<file path="config.mk">
export PLATFORM = sky130hd
export DESIGN_NAME = commit_trace_buffer
export DESIGN_NICKNAME = d
export VERILOG_FILES = /design/src/rtl/commit_trace_buffer_pkg.sv /design/src/rtl/commit_trace_buffer_trace_fifo.sv /design/src/rtl/commit_trace_buffer.sv
export SDC_FILE = /design/constraint.sdc
export NUM_CORES = 1
export LEC_CHECK = 0
export ABC_AREA = 1
export BUFFER_PORTS_ARGS = -buffer_cell sky130_fd_sc_hd__buf_2
export CORE_MARGIN = 1.5
export CORE_UTILIZATION = 35
export DETAILED_ROUTE_END_ITERATION = 7
export PLACE_DENSITY_LB_ADDON = 0.05
export SYNTH_ARGS = -nofsm -noshare
export SYNTH_HDL_FRONTEND = slang
export SYNTH_SLANG_ARGS = --single-unit
</file>
<file path="constraint.sdc">
create_clock -name clk -period 6.39 [get_ports clk]
set_clock_uncertainty 0.15 [all_clocks]
set_input_delay 1.278 -clock clk [delete_from_list [all_inputs] [get_ports clk]]
set_output_delay 1.278 -clock clk [all_outputs]
set_load 0.02 [all_outputs]
</file>
<file path="src/rtl/commit_trace_buffer_pkg.sv">
// Shared constants and record layout for the commit trace buffer.
package commit_trace_buffer_pkg;

  localparam logic [6:0]  OP_BRANCH    = 7'b1100011;
  localparam logic [6:0]  OP_JAL       = 7'b1101111;
  localparam logic [6:0]  OP_JALR      = 7'b1100111;
  localparam logic [31:0] EBREAK_INSTR = 32'h0010_0073;

  localparam int unsigned TRACE_REC_W = 97;

  typedef struct packed {
    logic [31:0] pc;
    logic [31:0] instr;
    logic [31:0] next_pc;
    logic        mispred;
  } trace_rec_t;

  function automatic logic is_ctrl(input logic [6:0] opcode);
    return (opcode == OP_BRANCH) || (opcode == OP_JAL) || (opcode == OP_JALR);
  endfunction

endpackage

</file>
<file path="src/rtl/commit_trace_buffer_trace_fifo.sv">
// Generic registered circular FIFO; push while full is honoured only alongside a pop.
module trace_fifo #(
  parameter int unsigned DEPTH = 8,
  parameter int unsigned PTR_W = 3,
  parameter int unsigned W     = 97
) (
  input  logic           clk,
  input  logic           rst,
  input  logic           push,
  input  logic           pop,
  input  logic [W-1:0]   wdata,
  output logic [W-1:0]   rdata,
  output logic           full,
  output logic           empty,
  output logic [PTR_W:0] count
);

  logic [W-1:0]     mem [DEPTH];
  logic [PTR_W-1:0] wr_ptr;
  logic [PTR_W-1:0] rd_ptr;
  logic             do_push;
  logic             do_pop;

  function automatic logic [PTR_W-1:0] next_ptr(input logic [PTR_W-1:0] p);
    return (p == PTR_W'(DEPTH - 1)) ? '0 : p + 1'b1;
  endfunction

  assign full    = (count == (PTR_W + 1)'(DEPTH));
  assign empty   = (count == '0);
  assign do_pop  = pop && !empty;
  assign do_push = push && (!full || do_pop);

  always_ff @(posedge clk) begin
    if (!rst) begin
      wr_ptr <= '0;
      rd_ptr <= '0;
      count  <= '0;
    end else begin
      if (do_push) wr_ptr <= next_ptr(wr_ptr);
      if (do_pop)  rd_ptr <= next_ptr(rd_ptr);
      count <= count + (PTR_W + 1)'(do_push) - (PTR_W + 1)'(do_pop);
    end
  end

  // Storage needs no reset: the read port is masked while empty.
  always_ff @(posedge clk) begin
    if (do_push) mem[wr_ptr] <= wdata;
  end

  assign rdata = empty ? '0 : mem[rd_ptr];

endmodule

</file>
<file path="src/rtl/commit_trace_buffer.sv">
// Commit trace capture with performance counters and a drop-on-overflow FIFO.
// Optional ebreak halt enabled by defining COMMIT_TRACE_HALT_EN.
module commit_trace_buffer
  import commit_trace_buffer_pkg::*;
#(
  parameter int unsigned DEPTH = 8,
  parameter int unsigned PTR_W = 3,
  parameter int unsigned CNT_W = 32
) (
  input  logic             clk,
  input  logic             rst,
  input  logic             commit,
  input  logic [31:0]      commit_pc,
  input  logic [31:0]      instr,
  input  logic [31:0]      commit_pre_pc,
  input  logic [31:0]      commit_pred_pc,
  output logic             trace_valid,
  input  logic             trace_ready,
  output logic [31:0]      trace_pc,
  output logic [31:0]      trace_instr,
  output logic [31:0]      trace_next_pc,
  output logic             trace_mispred,
  output logic [CNT_W-1:0] retired_cnt,
  output logic [CNT_W-1:0] ctrl_cnt,
  output logic [CNT_W-1:0] mispred_cnt,
  output logic [CNT_W-1:0] drop_cnt,
  output logic             overflow,
  output logic             halted
);

  logic             accept;
  logic             halted_q;
  logic             mispred;
  logic             push;
  logic             pop;
  logic             drop;
  logic             fifo_full;
  logic             fifo_empty;
  logic [PTR_W:0]   fifo_count;
  trace_rec_t       wr_rec;
  trace_rec_t       head_rec;

`ifdef COMMIT_TRACE_HALT_EN
  // The ebreak itself is accepted; only commits after it are ignored.
  always_ff @(posedge clk) begin
    if (!rst)                                    halted_q <= 1'b0;
    else if (accept && (instr == EBREAK_INSTR))  halted_q <= 1'b1;
  end
  assign accept = commit && !halted_q;
`else
  assign halted_q = 1'b0;
  assign accept   = commit;
`endif

  assign halted  = halted_q;
  assign mispred = (commit_pre_pc != commit_pred_pc);

  assign trace_valid = (fifo_count != '0);
  assign pop         = !fifo_empty && trace_ready;
  assign push        = accept && (!fifo_full || pop);
  assign drop        = accept && fifo_full && !pop;

  always_comb begin
    wr_rec         = '0;
    wr_rec.pc      = commit_pc;
    wr_rec.instr   = instr;
    wr_rec.next_pc = commit_pre_pc;
    wr_rec.mispred = mispred;
  end

  trace_fifo #(
    .DEPTH (DEPTH),
    .PTR_W (PTR_W),
    .W     (TRACE_REC_W)
  ) u_fifo (
    .clk   (clk),
    .rst   (rst),
    .push  (push),
    .pop   (pop),
    .wdata (wr_rec),
    .rdata (head_rec),
    .full  (fifo_full),
    .empty (fifo_empty),
    .count (fifo_count)
  );

  assign trace_pc      = head_rec.pc;
  assign trace_instr   = head_rec.instr;
  assign trace_next_pc = head_rec.next_pc;
  assign trace_mispred = head_rec.mispred;

  // Counters track every accepted commit, independent of FIFO occupancy.
  always_ff @(posedge clk) begin
    if (!rst) begin
      retired_cnt <= '0;
      ctrl_cnt    <= '0;
      mispred_cnt <= '0;
      drop_cnt    <= '0;
      overflow    <= 1'b0;
    end else begin
      if (accept) begin
        retired_cnt <= retired_cnt + 1'b1;
        if (is_ctrl(instr[6:0])) ctrl_cnt    <= ctrl_cnt + 1'b1;
        if (mispred)             mispred_cnt <= mispred_cnt + 1'b1;
      end
      if (drop) begin
        drop_cnt <= drop_cnt + 1'b1;
        overflow <= 1'b1;
      end
    end
  end

endmodule

</file>
# [Word level (Yosys, flattened, before mapping)]
# Memory sizes are Yosys's and may differ from the RTL's. A register that Yosys moved wholly into a read port is not among the register bits.
# Index checks and enable logic that the tools add are counted.
[word_totals] output_inout_bits=228 word_cells=48 mem_bits_rw=776 memories=1 register_bits=139 inputBits=132
[mem_list] name="u_fifo.mem" depth=8 width=97 read_ports=1 rd_clocked_by_memory_dff=1 wr=1 line_no="commit_trace_buffer_trace_fifo.sv:18" source="logic [W-1:0] mem [DEPTH];"
[classes] addsub=8 n_reduce_logical=17 eq_ne=7 mux=7
[op_table] operator="32-bit by 1-bit adder with 32-bit output (second input constant)" n=4
[op_table] operator="97-bit 2-to-1 mux" n=1
[op_table] operator="32-bit inequality test" n=1
[op_table] operator="7-bit equality test (second input constant)" n=3
[op_table] operator="3-bit 2-to-1 mux" n=4
[op_table] operator="3-bit by 1-bit adder with 3-bit output (second input constant)" n=2
[op_table] operator="3-bit equality test (second input constant)" n=2
[op_table] operator="1-bit logical AND" n=6
[op_table] operator="4-bit by 1-bit adder with 4-bit output" n=1
[op_table] operator="4-bit equality test (second input constant)" n=1
[op_table] operator="4-bit zero test" n=1
[op_table] operator="1-bit logical OR" n=4
[op_table] operator="2-bit AND reduction" n=2
[op_table] operator="4-bit nonzero test" n=1
[op_table] operator="4-bit by 1-bit subtractor with 4-bit output" n=1
[op_table] operator="1-bit zero test" n=3
[op_table] operator="1-bit 2-to-1 mux" n=2

# [Logic depth before layout (Yosys ltp)]
[logic_depth] ltp_word=8 mapped_depth=13 mapped_depth_nobuf=12

# [Hierarchy]
# A second synthesis with hierarchy kept.
[unflattened] cells_unflattened=3728 hier_area_um2=38700.9
[modules_own_cells] mod="trace_fifo" area_per_inst_um2=31435.1 cells_per_inst=2582 n_inst=1 seq_area_each_um2=23562.6
[modules_own_cells] mod="commit_trace_buffer" area_per_inst_um2=7265.7 cells_per_inst=1146 n_inst=1 seq_area_each_um2=2582.5

# [Least setup slack after synthesis]
# No wires, ideal clock.
[synth_path] path_kind="input -> register" from="input port commit" to="memory u_fifo.mem[0][0] (enable)" setup_ns=0.553 t_arrival_ns=5.931 n_path_buf=1 required_ns=5.687 stages=5 slack_ns=-0.244 path_cell_list="clkbuf_1 -> nand2_1 -> inv_1 -> nand2_1 -> nor2_1"
[synth_via] elab_chain_cells=4
[synth_rtl] element="start: declaration" line_no="commit_trace_buffer.sv:12" source="input logic commit,"
[synth_rtl] element="1-bit logical AND" line_no="commit_trace_buffer.sv:60" source="assign push = accept && (!fifo_full || pop);"
[synth_rtl] element="1-bit logical AND" line_no="commit_trace_buffer_trace_fifo.sv:31" source="assign do_push = push && (!full || do_pop);"
[synth_rtl] element="via u_fifo.do_push" line_no="commit_trace_buffer_trace_fifo.sv:21" source="logic do_push;"
[synth_rtl] element="1-bit 2-to-1 mux" line_no="commit_trace_buffer_trace_fifo.sv:47" source="if (do_push) mem[wr_ptr] <= wdata;"
[synth_rtl] element="1-bit 2-to-1 mux (implied by the code)" line_no="commit_trace_buffer_trace_fifo.sv:47"
[synth_rtl] element="end: declaration" line_no="commit_trace_buffer_trace_fifo.sv:18"
# The timed path passes the listed nets, and every way through them passes these cells.

==> impl_results.html <==
<table>
<tr><th>Metric</th><th>Value</th></tr>
<tr><th colspan="2">Yosys</th></tr>
<tr><td>Number of synthesized flops with an enable pin</td><td>776</td></tr>
<tr><td>Area of the mapped netlist</td><td>38150 sq um</td></tr>
<tr><td>Count of cell types in the netlist</td><td>44</td></tr>
<tr><td>Asr flop ratio synth</td><td>0%</td></tr>
<tr><td>Instance count of the mapped netlist</td><td>3465</td></tr>
<tr><td>Syn avg cell area</td><td>11.01 sq um</td></tr>
<tr><td>Number of synthesized register bits</td><td>918</td></tr>
<tr><td>Synth top cells by count</td><td>989 x sky130_fd_sc_hd__nor2_1, 776 x sky130_fd_sc_hd__edfxtp_1, 305 x sky130_fd_sc_hd__o21ai_0</td></tr>
<tr><td>Total nets after synthesis</td><td>3612</td></tr>
<tr><td>Most common cell in the synthesized netlist</td><td>sky130_fd_sc_hd__nor2_1</td></tr>
<tr><td>Top cells by area in the synthesized netlist</td><td>sky130_fd_sc_hd__edfxtp_1 61%, sky130_fd_sc_hd__nor2_1 9.7%, sky130_fd_sc_hd__dfxtp_1 7.5%, sky130_fd_sc_hd__o32ai_1 4.5%, sky130_fd_sc_hd__o21ai_0 4.0%</td></tr>
<tr><td>Proportion of netlist area held by the largest area contributor</td><td>61.07%</td></tr>
<tr><td>Top cell type by total area after synthesis</td><td>sky130_fd_sc_hd__edfxtp_1</td></tr>
<tr><td>Most common flop cell mapped by yosys</td><td>sky130_fd_sc_hd__edfxtp_1</td></tr>
<tr><td>Share of the yosys chip area belonging to registers</td><td>68.52%</td></tr>
<tr><td>Yosys warns</td><td>0</td></tr>
<tr><th colspan="2">Detailed routing</th></tr>
<tr><td>Post-route ant nets</td><td>0</td></tr>
<tr><td>Routed WL per cell</td><td>20.10 microns</td></tr>
<tr><td>Total Routed Length</td><td>106300 microns</td></tr>
<tr><td>Overall via count from detail_route</td><td>26630</td></tr>
<tr><td>DRC marker count from the first detailed-route iteration</td><td>1461</td></tr>
<tr><td>Pre-Repair DR Iteration Count</td><td>5</td></tr>
<tr><td>Via density per instance</td><td>5.033</td></tr>
<tr><td>Total DRC errors in the routed layout</td><td>0</td></tr>
<tr><th colspan="2">Job</th></tr>
<tr><td>Max-cap check violation count</td><td>0</td></tr>
<tr><th colspan="2">CTS</th></tr>
<tr><td>H-tree depth</td><td>3</td></tr>
<tr><td>CTS sink count</td><td>918</td></tr>
<tr><td>Clock Root Buffer</td><td>sky130_fd_sc_hd__clkbuf_16</td></tr>
<tr><td>Clock tree from TritonCTS</td><td>done</td></tr>
<tr><td>Buffers inserted by post-CTS timing repair</td><td>0</td></tr>
<tr><td>Cells resized by post-CTS repair</td><td>0</td></tr>
<tr><td>Source-to-sink clock delay at the later pin of the worst-skew pair</td><td>0.67 ns</td></tr>
<tr><td>Number of buffers between clock root and the deepest sink</td><td>3</td></tr>
<tr><td>CTS buffer count</td><td>108</td></tr>
<tr><td>Clock transition time at the flip-flop clock pins of the worst setup and hold paths</td><td>0.06 ns</td></tr>
<tr><td>Number of hold buffers added after cts</td><td>0</td></tr>
<tr><th colspan="2">Pwr</th></tr>
<tr><td>Peak supply drop</td><td>0.2787 mV</td></tr>
<tr><td>Net Sw Frac</td><td>32.56%</td></tr>
<tr><td>Leakage power total</td><td>16.01 nW</td></tr>
<tr><td>Power Internal</td><td>11.93 mW</td></tr>
<tr><td>Power density over the cells</td><td>392.9 nW/um^2</td></tr>
<tr><td>P_sw</td><td>5.758 mW</td></tr>
<tr><td>Share of power burned in registers</td><td>39.8%</td></tr>
<tr><td>Clock power frac</td><td>35.5%</td></tr>
<tr><td>Share of total power in combinational logic</td><td>24.7%</td></tr>
<tr><th colspan="2">GRT</th></tr>
<tr><td>GRT Residual Overflow</td><td>0</td></tr>
<tr><td>Maximum number of pins on one net before global-route repair</td><td>248</td></tr>
<tr><td>Overall track demand over capacity in global routing</td><td>18.82%</td></tr>
<tr><td>Wire length of the first global-routing pass</td><td>160900 microns</td></tr>
<tr><td>Initial antenna violation count</td><td>17</td></tr>
<tr><td>Via count of the first global-routing pass</td><td>25810</td></tr>
<tr><th colspan="2">STA</th></tr>
<tr><td>Final period utilization</td><td>78.39%</td></tr>
<tr><td>Max-slew headroom at the worst pin</td><td>22.52%</td></tr>
<tr><td>Hold slack final</td><td>0.3218 ns</td></tr>
<tr><td>Max Freq</td><td>199.6 MHz</td></tr>
<tr><td>Final critical delay including setup and external delays</td><td>5.009 ns</td></tr>
<tr><td>Final hold violation count</td><td>0</td></tr>
<tr><td>Number of setup violations in the final report</td><td>0</td></tr>
<tr><td>Final WS setup</td><td>1.381 ns</td></tr>
<tr><td>Final Max Tran Viols</td><td>0</td></tr>
<tr><td>Setup repair after global routing missed its margin</td><td>false</td></tr>
<tr><td>Transition time at the pin with the least slew margin</td><td>1.162 ns</td></tr>
<tr><td>Setup TNS</td><td>0 ns</td></tr>
<tr><th colspan="2">Placement</th></tr>
<tr><td>Worst setup slack before clock tree synthesis</td><td>2.082 ns</td></tr>
<tr><td>Half-perimeter wire length of the detailed placement result</td><td>60590 microns</td></tr>
<tr><td>Buffers added on ports</td><td>358</td></tr>
<tr><td>Last weighted congestion value of the routability-driven placer</td><td>0.7689</td></tr>
<tr><th colspan="2">Layout</th></tr>
<tr><td>Net total in the final layout</td><td>3933</td></tr>
<tr><td>Layout filler cell count</td><td>10370</td></tr>
<tr><td>Layout cell share with drive strength beyond 1</td><td>15.41%</td></tr>
<tr><td>Syn-to-layout area delta</td><td>17.97%</td></tr>
<tr><th colspan="2">Floorplanning</th></tr>
<tr><td>Core region area</td><td>107700 sq um</td></tr>
<tr><td>Die W</td><td>333.2 microns</td></tr>
<tr><td>Die footprint</td><td>111000 sq um</td></tr>
<tr><td>I/O pins</td><td>360</td></tr>
<tr><td># rows</td><td>120</td></tr>
<tr><td>Die outline height</td><td>333.2 microns</td></tr>
<tr><td>Starting utilization of the core area</td><td>35.44%</td></tr>
<tr><th colspan="2">Worst setup path</th></tr>
<tr><td>Crit path max fanout</td><td>247</td></tr>
<tr><td>Arrival time of the worst setup path</td><td>3.58 ns</td></tr>
<tr><td>Cell depth of the worst flop-to-flop path</td><td>10</td></tr>
<tr><td>R2R setup slack</td><td>2.64 ns</td></tr>
<tr><td>Nature of the critical path endpoint</td><td>primary output</td></tr>
<tr><td>Worst endpoint required time</td><td>4.96 ns</td></tr>
<tr><td>Startpoint types</td><td>register</td></tr>
<tr><td>Type of the setup path with the least slack</td><td>reg2out</td></tr>
<tr><th colspan="2">Hold path</th></tr>
<tr><td>Number of cells on the worst hold path</td><td>2</td></tr>
<tr><td>HP Class</td><td>reg2reg</td></tr>
<tr><th colspan="2">Status</th></tr>
<tr><td>Result of the run</td><td>completed</td></tr>
</table>
path summary, 6_finish.rpt:
check,from,to
worst min-delay path,overflow,overflow
worst max-delay path,register,trace_next_pc[8]
worst min register to register,overflow,overflow
worst max register to register,u_fifo.count[2],u_fifo.mem[2][62]
flip-flops by register name, summed over array words and instances (netlist names), named ones only:
name	flops
ctrl_cnt	32
u_fifo.rd_ptr	3
drop_cnt	32
retired_cnt	32
overflow	1
mispred_cnt	32
u_fifo.mem	776
u_fifo.wr_ptr	3
u_fifo.count	4
cell usage in the layout, fill, tap and decap left out, drive strengths merged:
master	netlist	layout
nor2	995	995
edfxtp	776	776
buf	67	399
o21ai	338	338
nand2	305	305
o32ai	194	194
inv	166	170
dfxtp	142	142
clkbuf	121	138
nand3	99	99
a21oi	94	94
nor3	61	61
clkinv	1	45
xnor2	25	25
nand4	23	23
bufinv	0	15
ha	14	14
nor3b	8	8
diode	0	7
xor2	6	6
and3	6	6
nor4	5	5
o21a	4	4
a31oi	3	3
nand3b	3	3
clkinvlp	0	3
or2	3	3
o211a	2	2
a21o	2	2
fa	1	1
conb	1	1
worst max-delay path, stage by stage (launching register included):
cell                      delay (ns)
sky130_fd_sc_hd__dfxtp_4        0.57
sky130_fd_sc_hd__inv_16         0.59
sky130_fd_sc_hd__buf_4          0.56
sky130_fd_sc_hd__nor2_1         0.08
sky130_fd_sc_hd__o32ai_1        0.22
sky130_fd_sc_hd__o21ai_0        0.11
sky130_fd_sc_hd__nor2_1         0.21
sky130_fd_sc_hd__buf_2          0.20
area by class of cell:
| cell class | instances | area (sq um) | area share [%] |
|---|---|---|---|
| multi-input cells | 2192 | 10610 | 23.57 |
| clock inverters | 66 | 723.2 | 1.607 |
| flip-flops and latches | 918 | 26160 | 58.11 |
| diodes | 7 | 17.52 | 0.03892 |
| clock buffers | 138 | 2914 | 6.474 |
| inverters | 167 | 645.6 | 1.434 |
| repair buffers | 399 | 2190 | 4.865 |
| well taps | 1403 | 1755 | 3.900 |
stage by stage:
| step | util (%) | std cells | power [mW] | instance area [sq um] |
|---|---|---|---|---|
| final | 41.81 | 5290 | 17.68 | 45010 |
| after global routing | 41.80 | 5286 | 18.58 | 45000 |
| after CTS | 41.79 | 5283 | 17.99 | 44990 |
| after detailed placement | 38.41 | 5079 | 11.65 | 41350 |
| after global placement | 38.41 | 5079 | 11.66 | 41350 |
| after floorplan | - | 3465 | 9.946 | 38150 |
logic make-up (layout without fill, tap and decap cells):
kind of cell	count (synthesis)	count (layout)	share of synthesized area [%]
AND/OR/NAND/NOR	1508	1508	16.06
buffers and inverters	355	770	3.837
adder cells (fa/ha/maj)	15	15	0.5116
flip-flops	918	918	68.52
XOR/XNOR	31	31	0.7116
AO/OA/AOI/OAI	637	637	10.35
other	1	8	0.009829
power groups by stage:
stage | sequential [mW] | combinational, mW | clock (mW)
after detailed placement | 7.17 | 4.48 | 0
final | 7.04 | 4.37 | 6.27
after floorplan | 7.11 | 2.84 | 0
after global placement | 7.17 | 4.49 | 0
after global routing | 7.08 | 4.83 | 6.67
after CTS | 7.05 | 4.48 | 6.46
per-layer routing:
metal | wire length, microns | GRT usage (%) | vias to the layer above
met5 | 86 | 0 | -
met4 | 2588 | 5.868 | 14
met3 | 5487 | 3.837 | 153
met2 | 48690 | 29.99 | 555
met1 | 49460 | 25.77 | 12960
li1 | - | - | 12940
(Power assumes the default switching activity.)
